`config.mk`:
```
export PLATFORM = sky130hd
export DESIGN_NAME = mul_operand_feeder_flat
export DESIGN_NICKNAME = d
export VERILOG_FILES = /design/src/rtl/mul_pkg.sv /design/src/rtl/mul_operand_feeder_if.sv /design/src/rtl/mul_pair_fifo.sv /design/src/rtl/mul_operand_feeder.sv /design/src/flat_wrapper.sv
export SDC_FILE = /design/constraint.sdc
export NUM_CORES = 1
export LEC_CHECK = 0
export ABC_AREA = 1
export BUFFER_PORTS_ARGS = -buffer_cell sky130_fd_sc_hd__buf_4
export CAP_MARGIN = 20
export CORE_UTILIZATION = 41
export CTS_CLUSTER_DIAMETER = 100
export CTS_CLUSTER_SIZE = 8
export DETAILED_ROUTE_END_ITERATION = 10
export PLACE_DENSITY = 0.63
export SLEW_MARGIN = 20
export SYNTH_ARGS = -nofsm -noshare
export SYNTH_HDL_FRONTEND = slang
export SYNTH_HIERARCHICAL = 1
export SYNTH_SLANG_ARGS = --single-unit
```
`constraint.sdc`:
```
create_clock -name clk -period 6.3 [get_ports clk]
set_input_delay 0.315 -clock clk [delete_from_list [all_inputs] [get_ports clk]]
set_output_delay 0.315 -clock clk [all_outputs]
set_load 0.05 [all_outputs]
```
`src/rtl/mul_pkg.sv`:
```
// Shared types and defaults for the signed multiplier operand feeder.
// Build option: MUL_FEEDER_TIMEOUT_EN enables the issue watchdog.
package mul_pkg;

    localparam int N_DEF     = 12;
    localparam int DEPTH_DEF = 4;

    typedef enum logic [1:0] {
        IDLE,
        ISSUE,
        GUARD,
        WAIT
    } state_t;

    typedef struct packed {
        logic signed [N_DEF-1:0] a;
        logic signed [N_DEF-1:0] b;
    } pair_t;

endpackage

```
`src/rtl/mul_operand_feeder_if.sv`:
```
// Producer-side valid/ready bus carrying one signed operand pair.
// Transfer happens when in_valid and in_ready are both high at posedge.
interface mul_operand_feeder_if #(
    parameter int N = 12
) ();

    logic                in_valid;
    logic                in_ready;
    logic signed [N-1:0] in_a;
    logic signed [N-1:0] in_b;

    modport master (
        output in_valid,
        output in_a,
        output in_b,
        input  in_ready
    );

    modport slave (
        input  in_valid,
        input  in_a,
        input  in_b,
        output in_ready
    );

endinterface

```
`src/rtl/mul_pair_fifo.sv`:
```
// Synchronous operand-pair FIFO with occupancy count.
// Pointers wrap modulo DEPTH; DEPTH must be a power of two.
module mul_pair_fifo
    import mul_pkg::*;
#(
    parameter int  DEPTH = DEPTH_DEF,
    parameter type T     = pair_t,
    localparam int AW    = $clog2(DEPTH),
    localparam int CW    = AW + 1
) (
    input  logic          clk,
    input  logic          rst_n,
    input  logic          push,
    input  logic          pop,
    input  T              wdata,
    output T              rdata,
    output logic [CW-1:0] count
);

    T              mem [DEPTH];
    logic [AW-1:0] wr_ptr;
    logic [AW-1:0] rd_ptr;
    logic          do_push;
    logic          do_pop;

    assign do_push = push && (count != CW'(DEPTH));
    assign do_pop  = pop && (count != '0);
    assign rdata   = mem[rd_ptr];

    // Storage needs no reset; it is only read once count says it is filled.
    always_ff @(posedge clk) begin
        if (do_push) begin
            mem[wr_ptr] <= wdata;
        end
    end

    always_ff @(posedge clk or negedge rst_n) begin
        if (!rst_n) begin
            wr_ptr <= '0;
            rd_ptr <= '0;
            count  <= '0;
        end else begin
            if (do_push) begin
                wr_ptr <= wr_ptr + 1'b1;
            end
            if (do_pop) begin
                rd_ptr <= rd_ptr + 1'b1;
            end
            unique case ({do_push, do_pop})
                2'b10:   count <= count + 1'b1;
                2'b01:   count <= count - 1'b1;
                default: count <= count;
            endcase
        end
    end

endmodule

```
`src/rtl/mul_operand_feeder.sv`:
```
// Queues signed operand pairs and issues them to a sequential multiplier.
// Build option: MUL_FEEDER_TIMEOUT_EN adds a sticky watchdog error.
module mul_operand_feeder
    import mul_pkg::*;
#(
    parameter int  N       = N_DEF,
    parameter int  DEPTH   = DEPTH_DEF,
    parameter int  TIMEOUT = N + 8,
    localparam int CW      = $clog2(DEPTH) + 1
) (
    input  logic                clk,
    input  logic                rst_n,
    mul_operand_feeder_if.slave in_bus,
    output logic                mul_start,
    output logic signed [N-1:0] mul_a,
    output logic signed [N-1:0] mul_b,
    input  logic                mul_ready,
    output logic                done,
    output logic                busy,
    output logic [CW-1:0]       count,
    output logic                err
);

    typedef struct packed {
        logic signed [N-1:0] a;
        logic signed [N-1:0] b;
    } op_t;

    op_t    wdata;
    op_t    head;
    logic   push;
    logic   pop;
    logic   fin;
    logic   tmo;
    logic   wd_hit;
    state_t state_q;
    state_t state_n;

    assign wdata.a         = in_bus.in_a;
    assign wdata.b         = in_bus.in_b;
    assign in_bus.in_ready = (count < CW'(DEPTH));
    assign push            = in_bus.in_valid && in_bus.in_ready;
    assign busy            = (state_q != IDLE);

    mul_pair_fifo #(
        .DEPTH (DEPTH),
        .T     (op_t)
    ) u_fifo (
        .clk   (clk),
        .rst_n (rst_n),
        .push  (push),
        .pop   (pop),
        .wdata (wdata),
        .rdata (head),
        .count (count)
    );

`ifdef MUL_FEEDER_TIMEOUT_EN
    localparam int WD_W = $clog2(TIMEOUT + 1);

    logic [WD_W-1:0] wd_q;

    // Counts cycles spent in GUARD/WAIT; the final one is TIMEOUT-1.
    assign wd_hit = (wd_q == WD_W'(TIMEOUT - 1));

    always_ff @(posedge clk or negedge rst_n) begin
        if (!rst_n) begin
            wd_q <= '0;
            err  <= 1'b0;
        end else begin
            if (state_q == GUARD || state_q == WAIT) begin
                wd_q <= wd_q + 1'b1;
            end else begin
                wd_q <= '0;
            end
            if (tmo) begin
                err <= 1'b1;
            end
        end
    end
`else
    assign wd_hit = 1'b0;
    assign err    = 1'b0;
`endif

    always_comb begin
        state_n = state_q;
        pop     = 1'b0;
        fin     = 1'b0;
        tmo     = 1'b0;
        unique case (state_q)
            IDLE: begin
                if (count != '0 && mul_ready) begin
                    pop     = 1'b1;
                    state_n = ISSUE;
                end
            end
            ISSUE: begin
                state_n = GUARD;
            end
            // mul_ready may still show the previous result here.
            GUARD: begin
                if (wd_hit) begin
                    tmo     = 1'b1;
                    state_n = IDLE;
                end else begin
                    state_n = WAIT;
                end
            end
            WAIT: begin
                if (mul_ready) begin
                    fin     = 1'b1;
                    state_n = IDLE;
                end else if (wd_hit) begin
                    tmo     = 1'b1;
                    state_n = IDLE;
                end
            end
            default: begin
                state_n = IDLE;
            end
        endcase
    end

    always_ff @(posedge clk or negedge rst_n) begin
        if (!rst_n) begin
            state_q   <= IDLE;
            mul_start <= 1'b0;
            mul_a     <= '0;
            mul_b     <= '0;
            done      <= 1'b0;
        end else begin
            state_q   <= state_n;
            mul_start <= pop;
            done      <= fin;
            if (pop) begin
                mul_a <= head.a;
                mul_b <= head.b;
            end
        end
    end

endmodule

```
`src/flat_wrapper.sv`:
```
// flat-port wrapper written by rule: the top's interface ports become plain ports
module mul_operand_feeder_flat import mul_pkg::*;
#(
    parameter int  N       = N_DEF,
    parameter int  DEPTH   = DEPTH_DEF,
    parameter int  TIMEOUT = N + 8,
    localparam int CW      = $clog2(DEPTH) + 1
)
  (clk, rst_n, mul_start, mul_a, mul_b, mul_ready, done, busy, count, err, in_bus_in_valid, in_bus_in_a, in_bus_in_b, in_bus_in_ready);
  mul_operand_feeder_if #(.N(N)) in_bus_i ();
  input  logic clk;
  input  logic rst_n;
  output logic mul_start;
  output logic signed [N-1:0] mul_a;
  output logic signed [N-1:0] mul_b;
  input  logic mul_ready;
  output logic done;
  output logic busy;
  output logic [CW-1:0] count;
  output logic err;
  input wire logic [$bits(in_bus_i.in_valid)-1:0] in_bus_in_valid;
  input wire logic [$bits(in_bus_i.in_a)-1:0] in_bus_in_a;
  input wire logic [$bits(in_bus_i.in_b)-1:0] in_bus_in_b;
  output wire logic [$bits(in_bus_i.in_ready)-1:0] in_bus_in_ready;
  assign in_bus_i.in_valid = in_bus_in_valid;
  assign in_bus_i.in_a = in_bus_in_a;
  assign in_bus_i.in_b = in_bus_in_b;
  assign in_bus_in_ready = in_bus_i.in_ready;
  mul_operand_feeder #(.N(N), .DEPTH(DEPTH), .TIMEOUT(TIMEOUT)) u_core (.clk(clk), .rst_n(rst_n), .in_bus(in_bus_i), .mul_start(mul_start), .mul_a(mul_a), .mul_b(mul_b), .mul_ready(mul_ready), .done(done), .busy(busy), .count(count), .err(err));
endmodule
```
### Word-level counts from Yosys, hierarchy flattened

Memories as Yosys holds them, arrays and structs flattened. A register that Yosys moved wholly into a read port is not among the register bits.
Index checks and enable logic that the tools add are counted.

* add/sub/neg operators: 4
* $lt $le $gt $ge: 1
* eq/ne operators: 8
* multiplexer cells: 10
* reductions and logical operators: 10

Operator list (number)
* $pmux W2 S4: 1
* $eq A2 B2 Y1 const B: 3
* $mux W1: 6
* $pmux W3 S2: 1
* $add A2 B1 Y2 const B: 2
* $eq A2 B1 Y1 const B: 2
* $logic_and A1 B1 Y1: 4
* $mux W2: 2
* $reduce_bool A2 Y1: 2
* $add A3 B1 Y3 const B: 1
* $lt A3 B3 Y1 const B: 1
* $ne A3 B3 Y1 const B: 1
* $reduce_bool A3 Y1: 1
* $sub A3 B1 Y3 const B: 1
* $logic_not A2 Y1: 1
* $ne A2 B1 Y1 const B: 1
* $ne A2 B2 Y1 const B: 1
* $reduce_and A2 Y1: 1
* $logic_not A1 Y1: 1

* bits in registers: 11
* RAM bits: 96
* bits of input ports: 28
* output and inout port bits: 32
* word-level logic and storage cells: 40
* memories kept: 1

Memory list
* u_core.u_fifo.mem: depth 4, width 24, rd ports 1, clocked after memory_dff 1, write ports 1, RTL line mul_pair_fifo.sv:20 `T mem [DEPTH];`

### Longest topological paths before layout

* depth in word-level cells: 7
* gate-level depth with buffers: 16
* gate-level depth less buffers: 14

### By module

The synthesis kept the hierarchy.

Modules (own cells, without submodules)
* mul_pair_fifo: instances 1, cells an instance 339, area an instance 4366.7 um2, sequential area each 3057.9 um2
* mul_operand_feeder: instances 1, cells an instance 139, area an instance 1277.5 um2, sequential area each 700.7 um2

### Worst setup path after synthesis

Ideal clock, no wire load.

* path type: register to register
* from: register u_core.u_fifo.count[0]
* to: memory u_core/u_fifo/mem[0][0] (netlist name) (enable)
* library setup time: 405 ps
* arrival: 2111 ps
* data required time: 5895 ps
* path slack: 3785 ps
* stages on the path, launching flop included: 5
* path buffers: 0
* clock period less this slack: 2515 ps
* cell sequence: dfrtp_1 -> inv_2 -> nand3_1 -> nand2_1 -> nor2_1

* longest elaborated chain between the ends: 5
* elaborated cells on any way between the ends: 6
* those cells by class: order compare: 1; eq/ne: 1; mux: 2; reduce/logical: 2

RTL lines
* start, declared: RTL line mul_pair_fifo.sv:17 `output logic [CW-1:0] count`
* start signal, assigned: RTL line mul_pair_fifo.sv:50 `2'b10: count <= count + 1'b1;`
* start signal, assigned: RTL line mul_pair_fifo.sv:51 `2'b01: count <= count - 1'b1;`
* start signal, assigned: RTL line mul_pair_fifo.sv:52 `default: count <= count;`
* $lt A3 B3 Y1: RTL line mul_operand_feeder.sv:41 `assign in_bus.in_ready = (count < CW'(DEPTH));`
* $logic_and A1 B1 Y1: RTL line mul_operand_feeder.sv:42 `assign push = in_bus.in_valid && in_bus.in_ready;`
* $logic_and A1 B1 Y1 *: RTL line mul_pair_fifo.sv:26 `assign do_push = push && (count != CW'(DEPTH));`
* $mux W1 *: RTL line mul_pair_fifo.sv:32 `if (do_push) begin`
* $mux W1 (implied by the code) *: RTL line mul_pair_fifo.sv:33 `mem[wr_ptr] <= wdata;`
* end, declared: RTL line mul_pair_fifo.sv:20

Mark *: on every way between the ends. The rest lies on a longest branch, timed or not.

### Worst setup path in the final report

* from: register u_core.state_q[0]
* to: register u_core.u_fifo.count[2]

* longest elaborated chain between the ends: 5
* elaborated cells on any way between the ends: 7
* those cells by class: eq/ne: 2; mux: 2; reduce/logical: 3

RTL lines
* start, declared: RTL line mul_operand_feeder.sv:36 `state_t state_q;`
* start signal, assigned: RTL line mul_operand_feeder.sv:133 `state_q <= state_n;`
* $logic_not A2 Y1 *: RTL line mul_operand_feeder.sv:91 `unique case (state_q)`
* $mux W1 *: RTL line mul_operand_feeder.sv:91
* net u_core.pop: RTL line mul_operand_feeder.sv:32 `logic pop;`
* $logic_and A1 B1 Y1 *: RTL line mul_pair_fifo.sv:27 `assign do_pop = pop && (count != '0);`
* net u_core.u_fifo.do_pop: RTL line mul_pair_fifo.sv:24 `logic do_pop;`
* $eq A2 B1 Y1 / $eq A2 B2 Y1 (equally long branches): RTL line mul_pair_fifo.sv:49 `unique case ({do_push, do_pop})`
* $pmux W3 S2 / $reduce_bool A2 Y1 (equally long branches)

Mark *: on every way through the listed nets, which the timed path passes. The rest lies on a longest branch.
A chain may end at the register's enable or synchronous reset.

==> metrics.yaml <==
end_kind: "flop"
synth_cell_types: 25
wl_per_cell_um: 15.2
synthDominantCellAreaShare_pct: 51.1
drt_iter0_drc: 247
post_dp_cell_area_um2: 6180
final_common_cell: "nand2_1"
p_leak_uw: 0.00302
crit_type: "reg -> reg"
cts.htree.levels: 4
worst_clock_skew_ns: 0.0109
overflow: 0
yosysTopAreaCell: "edfxtp_1"
grt_max_degree: 98
rsz0062_at_grt: "no"
ant_nets: 0
diodes: 0
drv_cap: 0
layout-drive-gt1-share_pct: 23.9
ys_seq_elements: 131
max_stage_delay_ns: 0.90
port_buffers: 58
drc: 0
cp_num_buf_inv: 4
slew_viol_final: 0
final_util_pct: 51.1
slew_headroom_pct: 26.4
grt_usage_pct: 16.6
synthCells: 478
place_ws_ns: 3.08
cp-start-kind: "flop"
layout_common_cells: "nand2_1 (144), edfxtp_1 (96), inv_1 (67)"
grt_pass1_vias: 3492
start_util_pct: 42.3
syn_to_final_growth_pct: 20.8
nets: 574
path_max_fanout: 26
ys_seq_area_share_pct: 66.6
design_area_um2: 6820
core_region_area_um2: 13300
boundaryPins: 60
antenna_found_initial: 0
row_count: 42
fin_cells: 725
cts.clk_slew.worst_paths_ns: 0.06
slowest_stage: "ha_1"
dp_hpwl_mm: 6.59
worstHoldPathType: "in -> reg"
syn_avg_cell_area_um2: 11.8
setup_viol: 0
fin_crit_sh_pct: 52.8
die_y_um: 119
dpl.cell_count: 692
viasPerCell: 4.86
netlist_area_um2: 5640
tightest_slew_ns: 1.10
dr.pass1.iters: 4
fillers: 1181
fmax_mhz: 301
cp_cell_sequence: "inv_1, ha_1, nand3_4, inv_1, nand2_1, inv_1, ha_1, inv_1, fa_1, nand2_1, nand3_1, nand2_1, nand2_1"
dieArea_um2: 14200
tns_ns: 0
clkSinkCount: 131
die_w_um: 119
clk_latency_ns: 0.41
synth_nets: 516
cts_buffers: 17
critPathTopFamily: "adder cells"
grt_pass1_wl_mm: 17.9
yosysWarnings: 6
powerDensity_nw_per_um2: 535
outcome: "complete, no violations"
root_buffer: "clkbuf_16"
gp_congestion: 0.695
post-cts-setup-buffers: 0
hold_viol_final: 0
drt-total-wl_mm: 11.1
period_needed_ns: 3.32
cts_max_path_buffers: 2
vdd_drop_max_v: 0.000229
cts_tree: "built"
synthTopCellsByArea: "edfxtp_1 (51%), dfrtp_1 (16%), nand2_1 (9.6%)"
required_ns: 6.59
arrival_ns: 3.61
vias: 3524
setup_ws_ns: 2.98
## Yosys cell counts (all sizes together)
library cell and instances:
buf 25, clkbuf 1, conb 1, dfrtp 35, edfxtp 96, fa 1
ha 9, inv 72, nand2 145, nand3 10, nand4 25, nor2 6
o211ai 48, o21ai 2, or2 1, xnor2 1
## final timing paths
| kind | start | to | slack (ns) | cells past startpoint |
|---|---|---|---|---|
| worst max-delay path | u_core/state_q[0] | u_core/u_fifo/count[2] | 2.98 | 13 |
| worst min-delay path | in_bus_in_a[1] | u_core/u_fifo/mem[2][13] | 0.11 | 1 |
| worst max register to register | u_core/state_q[0] | u_core/u_fifo/count[2] | 2.98 | 13 |
| worst min register to register | u_core/mul_a[9] | u_core/mul_a[9] | 0.47 | 2 |
| max in group asynchronous | rst_n | u_core/mul_a[9] | 5.55 | 2 |
| min in group asynchronous | rst_n | u_core/u_fifo/wr_ptr[0] | 0.41 | 2 |
## cell families after synthesis
group | synth area share, %
buffers and inverters | 7.96
DFF | 66.6
xor gates and xnor gates | 0.155
and+or+nand+nor | 14.2
AOI/OAI and AO/OA | 8.67
other | 0.0664
adders and majority gates | 2.35
## state kept, by name (all words and copies together) (netlist names)
| name | flops |
|---|---|
| u_core/mul_b | 12 |
| u_core/u_fifo/wr_ptr | 2 |
| u_core/state_q | 2 |
| u_core/u_fifo/mem | 96 |
| u_core/mul_a | 12 |
| u_core/mul_start | 1 |
| u_core/done | 1 |
| u_core/u_fifo/rd_ptr | 2 |
| u_core/u_fifo/count | 3 |
## where the power goes
group          total [uW]  internal [uW]  switching (uW)
Combinational        1350            390             965
Clock                1030            672             358
Sequential           1260           1150             110
## per-stage QoR
step / hold slack [ns] / total power, uW
final: 0.105 / 3640
after global routing: 0.0933 / 3850
after CTS: 0.0918 / 3680
after detailed placement: 0.310 / 2640
after global placement: 0.302 / 2600
after floorplan: 0.0194 / 2290
## layout make-up
type | count | area [um^2] | area share [%]
tap | 176 | 220 | 3.23
multi-input combinational | 249 | 1450 | 21.2
inverter | 72 | 274 | 4.02
clock inverter | 13 | 184 | 2.70
sequential | 131 | 3760 | 55.1
clock buffer | 19 | 443 | 6.50
timing repair buffer | 65 | 490 | 7.20
## timing repair
item	in CTS	in global routing
resized for setup	0	0
hold buffers	1	0
endpoints found under the hold margin	35	0
## metal layers
metal | global-route usage (%) | wire length (um)
met5 | 0 | 0
met4 | 6.56 | 64
met3 | 3.93 | 496
met2 | 27.3 | 5530
met1 | 21.3 | 4960
Note: power is estimated with default switching activity, not from simulation.
